`src/rtl/ebus_arbiter_pkg.sv`:
```
// ebus_arbiter_pkg: shared EBUS op/state types and constant helpers for the diag-path arbiter.
package ebus_arbiter_pkg;
  typedef enum bit [1:0] {ebRead, ebWrite, ebDiag, ebIllegal} tEbusOp;
  typedef enum logic [2:0] {IDLE, SETUP, STROBE, HOLD, DONE} tEbusArbState;
  function automatic int max3(int a, int b, int c);
    return (a > b) ? ((a > c) ? a : c) : ((b > c) ? b : c);
  endfunction
endpackage

```
`src/rtl/ebus_arbiter_rr_pick.sv`:
```
// rr_pick: combinational round-robin select of the first asserted req at or after ptr.
module rr_pick #(
  parameter int NREQ = 4,
  parameter int PW = 2
) (
  input  logic [NREQ-1:0] req,
  input  logic [PW-1:0]   ptr,
  output logic            any,
  output logic [PW-1:0]   idx
);
  always_comb begin
    any = |req;
    idx = '0;
    for (int i = NREQ - 1; i >= 0; i--)
      if (req[(int'(ptr) + i) % NREQ]) idx = PW'((int'(ptr) + i) % NREQ);
  end
endmodule

```
`src/rtl/ebus_arbiter.sv`:
```
// ebus_arbiter: round-robin owner of the EBUS diag path; sequences ds setup, diagStrobe, hold and ack.
module ebus_arbiter #(
  parameter int NREQ = 4,
  parameter int SETUP = 2,
  parameter int STROBE = 4,
  parameter int HOLD = 2
) (
  input  logic                  clk,
  input  logic                  RESET,
  input  logic [NREQ-1:0]       req,
  input  logic [NREQ-1:0][1:0]  op,
  input  logic [NREQ-1:0][6:0]  ds,
  input  logic [NREQ-1:0][0:35] wdata,
  output logic [NREQ-1:0]       ack,
  output logic                  err,
  output logic [0:35]           rdata,
  output logic                  busy,
  output logic [6:0]            EBUS_ds,
  output logic                  EBUS_diagStrobe,
  output logic                  EBUS_drive,
  output logic [0:35]           EBUS_dataOut,
  input  logic [0:35]           EBUS_dataIn
);
  import ebus_arbiter_pkg::*;
  localparam int PW = NREQ > 1 ? $clog2(NREQ) : 1;
  localparam int CW = $clog2(max3(SETUP, STROBE, HOLD)) + 1;
  tEbusArbState state_q, state_d;
  tEbusOp op_q, op_d;
  logic [CW-1:0] cnt_q, cnt_d;
  logic [PW-1:0] g_q, g_d, ptr_q, ptr_d, idx;
  logic [6:0] ds_q, ds_d;
  logic [0:35] wd_q, wd_d, rdata_q, rdata_d;
  logic any, act, drv, cnt_z;
  rr_pick #(.NREQ(NREQ), .PW(PW)) u_pick (.req(req), .ptr(ptr_q), .any(any), .idx(idx));
  assign cnt_z = cnt_q == '0;
  // Phase states share names with the timing parameters, so they are scoped explicitly.
  always_comb begin
    state_d = state_q;
    cnt_d = cnt_q;
    g_d = g_q;
    op_d = op_q;
    ds_d = ds_q;
    wd_d = wd_q;
    ptr_d = ptr_q;
    rdata_d = rdata_q;
    case (state_q)
      IDLE: if (any) begin
        g_d = idx;
        op_d = tEbusOp'(op[idx]);
        ds_d = ds[idx];
        wd_d = wdata[idx];
        cnt_d = CW'(SETUP - 1);
        state_d = tEbusOp'(op[idx]) == ebIllegal ? DONE : ebus_arbiter_pkg::SETUP;
      end
      ebus_arbiter_pkg::SETUP: begin
        cnt_d = cnt_z ? CW'(STROBE - 1) : cnt_q - CW'(1);
        state_d = cnt_z ? ebus_arbiter_pkg::STROBE : state_q;
      end
      ebus_arbiter_pkg::STROBE: begin
        cnt_d = cnt_z ? CW'(HOLD - 1) : cnt_q - CW'(1);
        state_d = cnt_z ? ebus_arbiter_pkg::HOLD : state_q;
        rdata_d = (cnt_z && op_q == ebRead) ? EBUS_dataIn : rdata_q;
      end
      ebus_arbiter_pkg::HOLD: begin
        cnt_d = cnt_z ? cnt_q : cnt_q - CW'(1);
        state_d = cnt_z ? DONE : state_q;
      end
      DONE: begin
        ptr_d = (g_q == PW'(NREQ - 1)) ? '0 : g_q + PW'(1);
        state_d = IDLE;
      end
      default: state_d = IDLE;
    endcase
  end
  always_ff @(posedge clk) begin
    if (RESET) begin
      state_q <= IDLE;
      cnt_q <= '0;
      g_q <= '0;
      op_q <= ebRead;
      ds_q <= '0;
      wd_q <= '0;
      ptr_q <= '0;
      rdata_q <= '0;
    end else begin
      state_q <= state_d;
      cnt_q <= cnt_d;
      g_q <= g_d;
      op_q <= op_d;
      ds_q <= ds_d;
      wd_q <= wd_d;
      ptr_q <= ptr_d;
      rdata_q <= rdata_d;
    end
  end
  // Outputs decode only flopped state, so req never reaches the bus combinationally.
  assign act = state_q inside {ebus_arbiter_pkg::SETUP, ebus_arbiter_pkg::STROBE, ebus_arbiter_pkg::HOLD};
  assign drv = act && op_q == ebWrite;
  assign EBUS_ds = act ? ds_q : '0;
  assign EBUS_drive = drv;
  assign EBUS_dataOut = drv ? wd_q : '0;
  assign EBUS_diagStrobe = state_q == ebus_arbiter_pkg::STROBE;
  assign busy = state_q != IDLE;
  assign ack = state_q == DONE ? NREQ'(1) << g_q : '0;
  assign err = state_q == DONE && op_q == ebIllegal;
  assign rdata = rdata_q;
endmodule
```
`config.mk`:
```
export PLATFORM = sky130hd
export DESIGN_NAME = ebus_arbiter
export DESIGN_NICKNAME = d
export VERILOG_FILES = /design/src/rtl/ebus_arbiter_pkg.sv /design/src/rtl/ebus_arbiter_rr_pick.sv /design/src/rtl/ebus_arbiter.sv
export SDC_FILE = /design/constraint.sdc
export NUM_CORES = 1
export LEC_CHECK = 0
export BUFFER_PORTS_ARGS = -buffer_cell sky130_fd_sc_hd__buf_2
export CAP_MARGIN = 20
export CELL_PAD_IN_SITES_DETAIL_PLACEMENT = 1
export CELL_PAD_IN_SITES_GLOBAL_PLACEMENT = 2
export CORE_AREA = 2 2 212 110
export DETAILED_ROUTE_END_ITERATION = 7
export DIE_AREA = 0 0 214 112
export PLACE_DENSITY_LB_ADDON = 0.1
export SYNTH_ARGS = -nofsm -noshare
export SYNTH_HDL_FRONTEND = slang
export SYNTH_SLANG_ARGS = --single-unit
```
`constraint.sdc`:
```
create_clock -name clk -period 5.2 [get_ports clk]
set_input_delay 0.26 -clock clk [delete_from_list [all_inputs] [get_ports clk]]
set_output_delay 0.26 -clock clk [all_outputs]
set_load 0.005 [all_outputs]
```
==> results.yml, run 1 <==
place:
  dp_slack_ps: 2280
  place_inst: 1280
  io_buffers: 308
  gp_congestion: 0.784
  dp_hpwl_um: 16700
clock_tree:
  path_clk_slew_ps: 70
  htree_levels: 3
  cts_made_buffers: 9
  cts_tree: "yes"
  cts_setup_buffers: 0
  insertion_delay_ps: 350
  root_buffer: "clkbuf_16"
  cts.sinks: 91
  ctsLongestPathBuffers: 2
  ctsResizeCount: 0
  hold_buffers: 0
worst_setup_path:
  crit_start: "ptr_q[1]"
  criticalPathCategory: "reg2reg"
  path_max_fanout: 52
  endpoint: "wd_q[6]"
  ff2ff_path_depth: 7
  timing.rr.start: "ptr_q[1]"
  regToRegSetupSlack_ps: 2400
  critical_path_required_ps: 5490
  timing.rr.end: "wd_q[6]"
  crit_path_end_kind: "flop"
  worstSetupStartpointType: "flop"
  worstPathArrival_ps: 3100
global_routing:
  overflow: 0
  grt_pass1_wl_um: 35800
  grt_pass1_vias: 6240
  grt.total_usage: 0.190
  grt_max_degree: 64
  antenna_found_initial: 3
routing:
  firstDrtPassIters: 4
  wire_per_inst_um: 17.4
  vias: 5947
  ant_nets: 0
  drt_iter0_drc: 203
  routed_via_density: 4.57
  routed_wl_um: 22600
  drt_drc_violations_left: 0
finish:
  instances_no_fill: 1300
  layout-drive-gt1-share: 0.348
  syn2layout_area_growth_pct: 41.7
  nNetsFinal: 1213
  fillCellCount: 2824
  post-route-util: 0.320
yosys:
  yosysSeqAreaShare: 0.363
  synth_top_area_share: 0.363
  yosysTopAreaCell: "dfxtp_1"
  syn_inst: 714
  avgSynthCellArea_um2: 7.03
  synth_area_leaders: "dfxtp_1 36%, nand2_1 19%, nand3_1 9.3%"
  yosysMostFrequentCell: "nand2_1"
  synth_flop_cell: "dfxtp_1"
  syn_nets: 942
  synth_edf_count: 0
  ys_ff_latch: 91
  synth_common_cells: "257 x nand2_1, 93 x nand3_1, 91 x dfxtp_1"
  synth_cell_types: 37
  async_flop_share: 0
  yosysWarnings: 0
  syn-cell-area_um2: 5020
sta:
  maxSlewViolCount: 0
  rsz0062_at_grt: "no"
  hold_viol: 0
  setup-tns-final_ps: 0
  fin_ws_ps: 2400
  fin_crit_sh: 0.539
  fin_worst_skew_ps: 7.22
  setup_viol: 0
  min_period_ps: 2800
  tightestPinTransition_ps: 1040
  slew_headroom: 0.307
  hold_slack_ps: 134
  fmax_mhz: 357
run:
  maxCapViolations: 0
min_path:
  hp-class: "in2reg"
  holdPathStages: 3
floorplanning:
  dieHeight_um: 112
  dieWidth_um: 214
  core_um2: 22200
  io_pins: 309
  die_area_um2: 24000
  num_rows: 39
  initial_core_util: 0.226
outcome:
  status: "finished clean"
power_and_ir_drop:
  leakage_nw: 3.42
  vdd_drop_max_mv: 0.152
  powerDensity_nw_per_um2: 408
## cell usage in the layout, fill, tap and decap left out, types with 12 or more instances in the layout
master,synthesis,routed
a21oi_1,49,49
a32o_1,42,42
and2_1,43,43
buf_2,27,308
dfxtp_1,91,91
nand2_1,257,257
nand3_1,93,93
nor2_1,12,12
## layer usage
| layer | track usage | up-vias | share of wire | wire (µm) |
|---|---|---|---|---|
| li1 | - | 2966 | - | - |
| met1 | 0.265 | 2827 | 0.51 | 11500 |
| met2 | 0.291 | 140 | 0.43 | 9760 |
| met3 | 0.0508 | 14 | 0.048 | 1080 |
| met4 | 0.0434 | 0 | 0.012 | 260 |
| met5 | 0 | - | 0 | 0 |
## cell type report
cell class | instances | area (µm²) | share of cell area
diodes | 3 | 7.51 | 0.00106
clock buffers | 10 | 239 | 0.0336
clock inverters | 6 | 87.6 | 0.0123
inverters | 9 | 33.8 | 0.00475
multi-input cells | 556 | 2900 | 0.408
flip-flops and latches | 91 | 1820 | 0.256
well taps | 307 | 384 | 0.0540
repair buffers | 318 | 1630 | 0.230
## worst min path at each step
stage	start	to
2_1_floorplan	EBUS_dataIn[0]	rdata[0]
3_3_place_gp	wd_q[10]	wd_q[10]
3_5_place_dp	rdata[31]	rdata[31]
4_1_cts	EBUS_dataIn[31]	rdata[31]
5_1_grt	EBUS_dataIn[28]	rdata[28]
6_report	EBUS_dataIn[31]	rdata[31]
## worst max-delay path, cell delays in order (launching register included)
cell and delay, ps:
dfxtp_1 510, nand2_2 100, a211o_1 420, nand2_2 780, buf_4 500, nand2_1 100
nand3_1 120, a32o_1 190
## cells by family (layout without fill, tap and decap cells)
| family | count (synthesis) | in the layout | share of synthesized area |
|---|---|---|---|
| simple gates | 434 | 434 | 0.387 |
| other cells | 0 | 3 | 0 |
| buf+inv | 67 | 343 | 0.0658 |
| xor+xnor | 1 | 1 | 0.00175 |
| fa+ha+maj | 6 | 6 | 0.0150 |
| compound gates | 115 | 115 | 0.167 |
| flops | 91 | 91 | 0.363 |
## state kept, by name, indices dropped and copies added, names as in the netlist
register	flops
ds_q	7
state_q	3
op_q	2
ptr_q	2
cnt_q	3
rdata	36
wd_q	36
g_q	2
## power breakdown
part	switching, W	total (W)	internal (W)
Sequential	0.000137	0.00105	0.000909
Clock	0.000301	0.000737	0.000436
Combinational	0.000676	0.00112	0.000440
Total	0.00111	0.00290	0.00178
## metrics by stage
step,area [µm²],total power [W]
2_1_floorplan,5020,0.00176
3_3_place_gp,6770,0.00219
3_5_place_dp,6770,0.00219
4_1_cts,7090,0.00295
5_1_grt,7110,0.00314
6_report,7110,0.00290
Note: power is estimated with default switching activity, not from simulation.
==> run 2: changes to the inputs <==
CORE_AREA = 2 2 222 115   (was 2 2 212 110)
DIE_AREA = 0 0 224 117   (was 0 0 214 112)
clock period = 2.9 ns   (was 5.2 ns; I/O delays follow)
==> run 2 against run 1 <==
Effect of this change: routed wire length grew 7.4%; first-iteration DRC count grew 26%; clock skew fell by 1.7 ps; utilization fell by 1.2 points.
==> results.yml, run 2 (synthesized netlist as in run 1, its figures left out) <==
routing:
  drt_drc_violations_left: 0
  vias: 6110
  ant_nets: 0
  drt_iter0_drc: 256
  routed_via_density: 4.52
  routed_wl_um: 24200
  wire_per_inst_um: 17.9
  firstDrtPassIters: 4
clock_tree:
  ctsLongestPathBuffers: 2
  insertion_delay_ps: 380
  cts.sinks: 91
  ctsResizeCount: 0
  cts_made_buffers: 9
  root_buffer: "clkbuf_16"
  path_clk_slew_ps: 70
  htree_levels: 3
  cts_tree: "yes"
outcome:
  status: "finished clean"
floorplanning:
  num_rows: 41
  core_um2: 24500
  io_pins: 309
  die_area_um2: 26200
  dieHeight_um: 117
  dieWidth_um: 224
  initial_core_util: 0.205
sta:
  fmax_mhz: 413
  slew_headroom: 0.515
  setup_viol: 0
  rsz0062_at_grt: "no"
  min_period_ps: 2420
  tightestPinTransition_ps: 726
  fin_crit_sh: 0.834
  maxSlewViolCount: 0
  hold_viol: 0
  setup-tns-final_ps: 0
  fin_worst_skew_ps: 5.49
finish:
  final_common_cell: "buf_2"
  nNetsFinal: 1255
  antenna_cells: 0
  syn2layout_area_growth_pct: 50.5
  fin_area_um2: 7550
  post-route-util: 0.309
  final_cell_mix: "308 x buf_2, 257 x nand2_1, 93 x nand3_1"
  layout-drive-gt1-share: 0.342
power_and_ir_drop:
  p_switching_w: 0.00206
  powerDensity_nw_per_um2: 709
  power_frac_comb: 0.396
  sequentialPowerShare: 0.348
  netSwitchingFraction: 0.385
  pwr-share-clk: 0.256
  leakage_nw: 3.61
  intPower_w: 0.00329
  vdd_drop_max_mv: 0.291
global_routing:
  antenna_found_initial: 1
  grt_pass1_wl_um: 36700
  overflow: 0
  grt_pass1_vias: 6220
  grt.total_usage: 0.184
  grt_max_degree: 48
run:
  maxCapViolations: 0
worst_setup_path:
  worst_path_largest_cell_delay_ps: 500
  crit_path_end_kind: "output pin"
  criticalPathCategory: "reg2out"
  crit_family: "buffers and inverters"
  regToRegSetupSlack_ps: 560
  cp_num_buf_inv: 3
  worstSetupStartpointType: "flop"
  critical_path_required_ps: 2760
  crit_path_frequent_cell: "buf_4"
  path_max_fanout: 37
  slowest_stage: "dfxtp_1"
  crit_chain: "nor2_1 -> buf_4 -> nor4b_4 -> buf_4 -> and2_1 -> buf_2"
  worstPathArrival_ps: 2270
min_path:
  hp-class: "in2reg"
place:
  place_area_um2: 6900
  dp_hpwl_um: 17700
  io_buffers: 308
  gp_congestion: 0.800
==> run 2: cell count changes in the layout (fill, tap and decap cells not counted), sizes merged <==
cell	change
dlygate4sd3	+33
buf	+9
diode	-3
clkbuf	+1
clkinv	-1
inv	-1
==> run 2: power by group through the flow <==
stage,logic [W],clock network (W),registers [W]
final,0.00212,0.00137,0.00186
after global routing,0.00238,0.00147,0.00191
after CTS,0.00216,0.00143,0.00187
after detailed placement,0.00211,0,0.00189
after global placement,0.00212,0,0.00189
after floorplan,0.00136,0,0.00180
==> run 2: cell type report <==
cell class | count | area, µm²
clock inverter | 4 | 73.8
fill | 3081 | 16900
clock buffer | 11 | 253
timing repair buffer | 360 | 2060
tap | 322 | 403
sequential | 91 | 1820
inverter | 9 | 33.8
multi-input combinational | 556 | 2900
==> run 2: worst register-to-register path: cells and delay by family, from the launching register on <==
kind	cells	cell delay (ps)
and+or+nand+nor	3	900
AOI/OAI and AO/OA	3	650
DFF	1	360
buffers and inverters	1	360
==> run 2: stage by stage <==
stage          hold WS [ps]  worst slack (ps)  cells  power, W
6_report               24.7               481   1353   0.00535
3_3_place_gp            391               647   1305   0.00401
3_5_place_dp            394               569   1305   0.00401
5_1_grt                19.2               321   1353   0.00576
2_1_floorplan           281              1020    714   0.00315
4_1_cts               0.312               459   1353   0.00546
==> run 2: worst paths after layout <==
kind,endpoint,cells after the start,start
setup reg to reg,wd_q[0],7,ptr_q[0]
hold reg to reg,rdata[4],2,rdata[4]
setup / recovery,EBUS_dataOut[28],6,state_q[0]
hold / removal,rdata[21],3,EBUS_dataIn[21]
==> run 2: per-layer routing <==
metal | vias up | track usage | part of all wire | routed length [µm]
met1 | 2931 | 0.258 | 0.51 | 12300
li1 | 3050 | - | - | -
met2 | 111 | 0.285 | 0.44 | 10700
met4 | 2 | 0.0404 | 0.0090 | 219
met5 | - | 0 | 0.00033 | 8
met3 | 16 | 0.0477 | 0.042 | 1030
==> run 2: what timing repair did <==
action,in CTS,in global routing
hold buffers,33,0
setup buffers,0,0
hold endpoints to repair,33,0
==> run 3: changes to the inputs <==
clock period = 2.3 ns   (was 2.9 ns; I/O delays follow)
==> run 3 against run 2 <==
Effect of this change: global-route usage is 0.26 points lower; register-to-register slack got worse by 290 ps; largest power group unchanged; setup slack worse by 210 ps; routed wire length fell by 0.22%; combinational power rose by 35%; clock power is 17% higher; sequential power rose by 25%.
==> results.yml, run 3 (synthesized netlist as in run 1, its figures left out) <==
worst_setup_path:
  worstPathArrival_ps: 2260
  crit_path_end_kind: "flop"
  critical_path_required_ps: 2530
  crit_family: "simple AND/OR/NAND/NOR gates"
  path_max_fanout: 36
  crit_chain: "inv_1 -> ha_1 -> nor2b_1 -> nand2_1 -> or4_1 -> buf_12 -> nand2_1 -> a21oi_1"
  criticalPathCategory: "reg2reg"
  cp_num_buf_inv: 2
  worstSetupStartpointType: "flop"
  slowest_stage: "or4_1"
  worst_path_largest_cell_delay_ps: 470
  crit_path_frequent_cell: "nand2_1"
routing:
  routed_wl_um: 24200
  vias: 6101
  firstDrtPassIters: 4
  routed_via_density: 4.48
  drt_drc_violations_left: 0
  ant_nets: 0
  drt_iter0_drc: 262
  wire_per_inst_um: 17.8
floorplanning:
  dieHeight_um: 117
  core_um2: 24500
  num_rows: 41
  die_area_um2: 26200
  io_pins: 309
  dieWidth_um: 224
  initial_core_util: 0.205
finish:
  final_common_cell: "buf_2"
  final_cell_mix: "308 x buf_2, 257 x nand2_1, 93 x nand3_1"
  antenna_cells: 0
  nNetsFinal: 1264
  layout-drive-gt1-share: 0.346
  fin_area_um2: 7680
  syn2layout_area_growth_pct: 53.0
clock_tree:
  cts_tree: "yes"
  cts_made_buffers: 9
  htree_levels: 3
  root_buffer: "clkbuf_16"
  path_clk_slew_ps: 70
  ctsResizeCount: 0
  ctsLongestPathBuffers: 2
  cts.sinks: 91
  insertion_delay_ps: 370
sta:
  hold_slack_ps: 102
  fin_worst_skew_ps: 6.52
  fmax_mhz: 493
  maxSlewViolCount: 0
  setup_viol: 0
  tightestPinTransition_ps: 747
  slew_headroom: 0.499
  setup-tns-final_ps: 0
  hold_viol: 0
  min_period_ps: 2030
  rsz0062_at_grt: "no"
  fin_crit_sh: 0.882
global_routing:
  grt_pass1_wl_um: 36200
  grt_max_degree: 59
  antenna_found_initial: 2
  grt.total_usage: 0.182
  overflow: 0
  grt_pass1_vias: 6279
run:
  maxCapViolations: 0
power_and_ir_drop:
  vdd_drop_max_mv: 0.399
  leakage_nw: 3.66
  power_w: 0.00678
  powerDensity_nw_per_um2: 882
place:
  io_buffers: 308
  place_area_um2: 7020
  dp_hpwl_um: 17700
  gp_congestion: 0.765
min_path:
  hp-class: "in2reg"
outcome:
  status: "finished clean"
run 3: cell types whose count changed in the layout (fill, tap and decap cells not counted), sizes merged:
cell,change
buf,+6
bufinv,-1
clkbuf,-1
clkinvlp,+2
dlygate4sd3,+3
inv,+1
run 3: worst paths after layout:
path / startpoint / cells after the start / to / slack [ps]
worst max register to register: cnt_q[0] / 8 / rdata[3] / 270
worst min register to register: rdata[25] / 2 / rdata[25] / 450
worst min-delay path: wdata[85] / 4 / wd_q[22] / 100
worst max-delay path: cnt_q[0] / 8 / rdata[3] / 270
run 3: worst min-delay path: stages:
cell and delay [ps]:
buf_2 80, nand2_1 40, nand3_1 70, a32o_1 150
run 3: layout make-up:
| cell class | count | area (µm²) |
|---|---|---|
| flip-flops and latches | 91 | 1820 |
| clock inverters | 6 | 63.8 |
| clock buffers | 10 | 239 |
| inverters | 9 | 33.8 |
| repair buffers | 369 | 2210 |
| multi-input cells | 556 | 2900 |
| well taps | 322 | 403 |
| fillers | 3099 | 16800 |
run 3: power by group:
part,internal (W),switching [W]
clock network,0.000873,0.000725
registers,0.00205,0.000264
logic,0.00121,0.00165
total,0.00414,0.00264
run 3: layer usage:
metal | routed length, µm | vias to the layer above | track usage | share of wire
met5 | 27 | - | 0 | 0.0011
met2 | 10500 | 114 | 0.280 | 0.43
met1 | 12400 | 2901 | 0.255 | 0.51
li1 | - | 3066 | - | -
met3 | 1080 | 16 | 0.0487 | 0.045
met4 | 189 | 4 | 0.0373 | 0.0078
run 3: through the flow:
stage | worst slack [ps] | utilization | instances
global route | 89.1 | 0.314 | 1363
detailed placement | 312 | 0.287 | 1311
CTS | 240 | 0.314 | 1363
global placement | 332 | 0.287 | 1311
finish | 271 | 0.314 | 1363
floorplan | 422 | - | 714
run 3: what timing repair did:
action                                  4_1_cts  5_1_grt
setup buffers                                 0        0
endpoints found under the hold margin        36        0
endpoints found under the setup margin        0        0
hold buffers                                 36        0
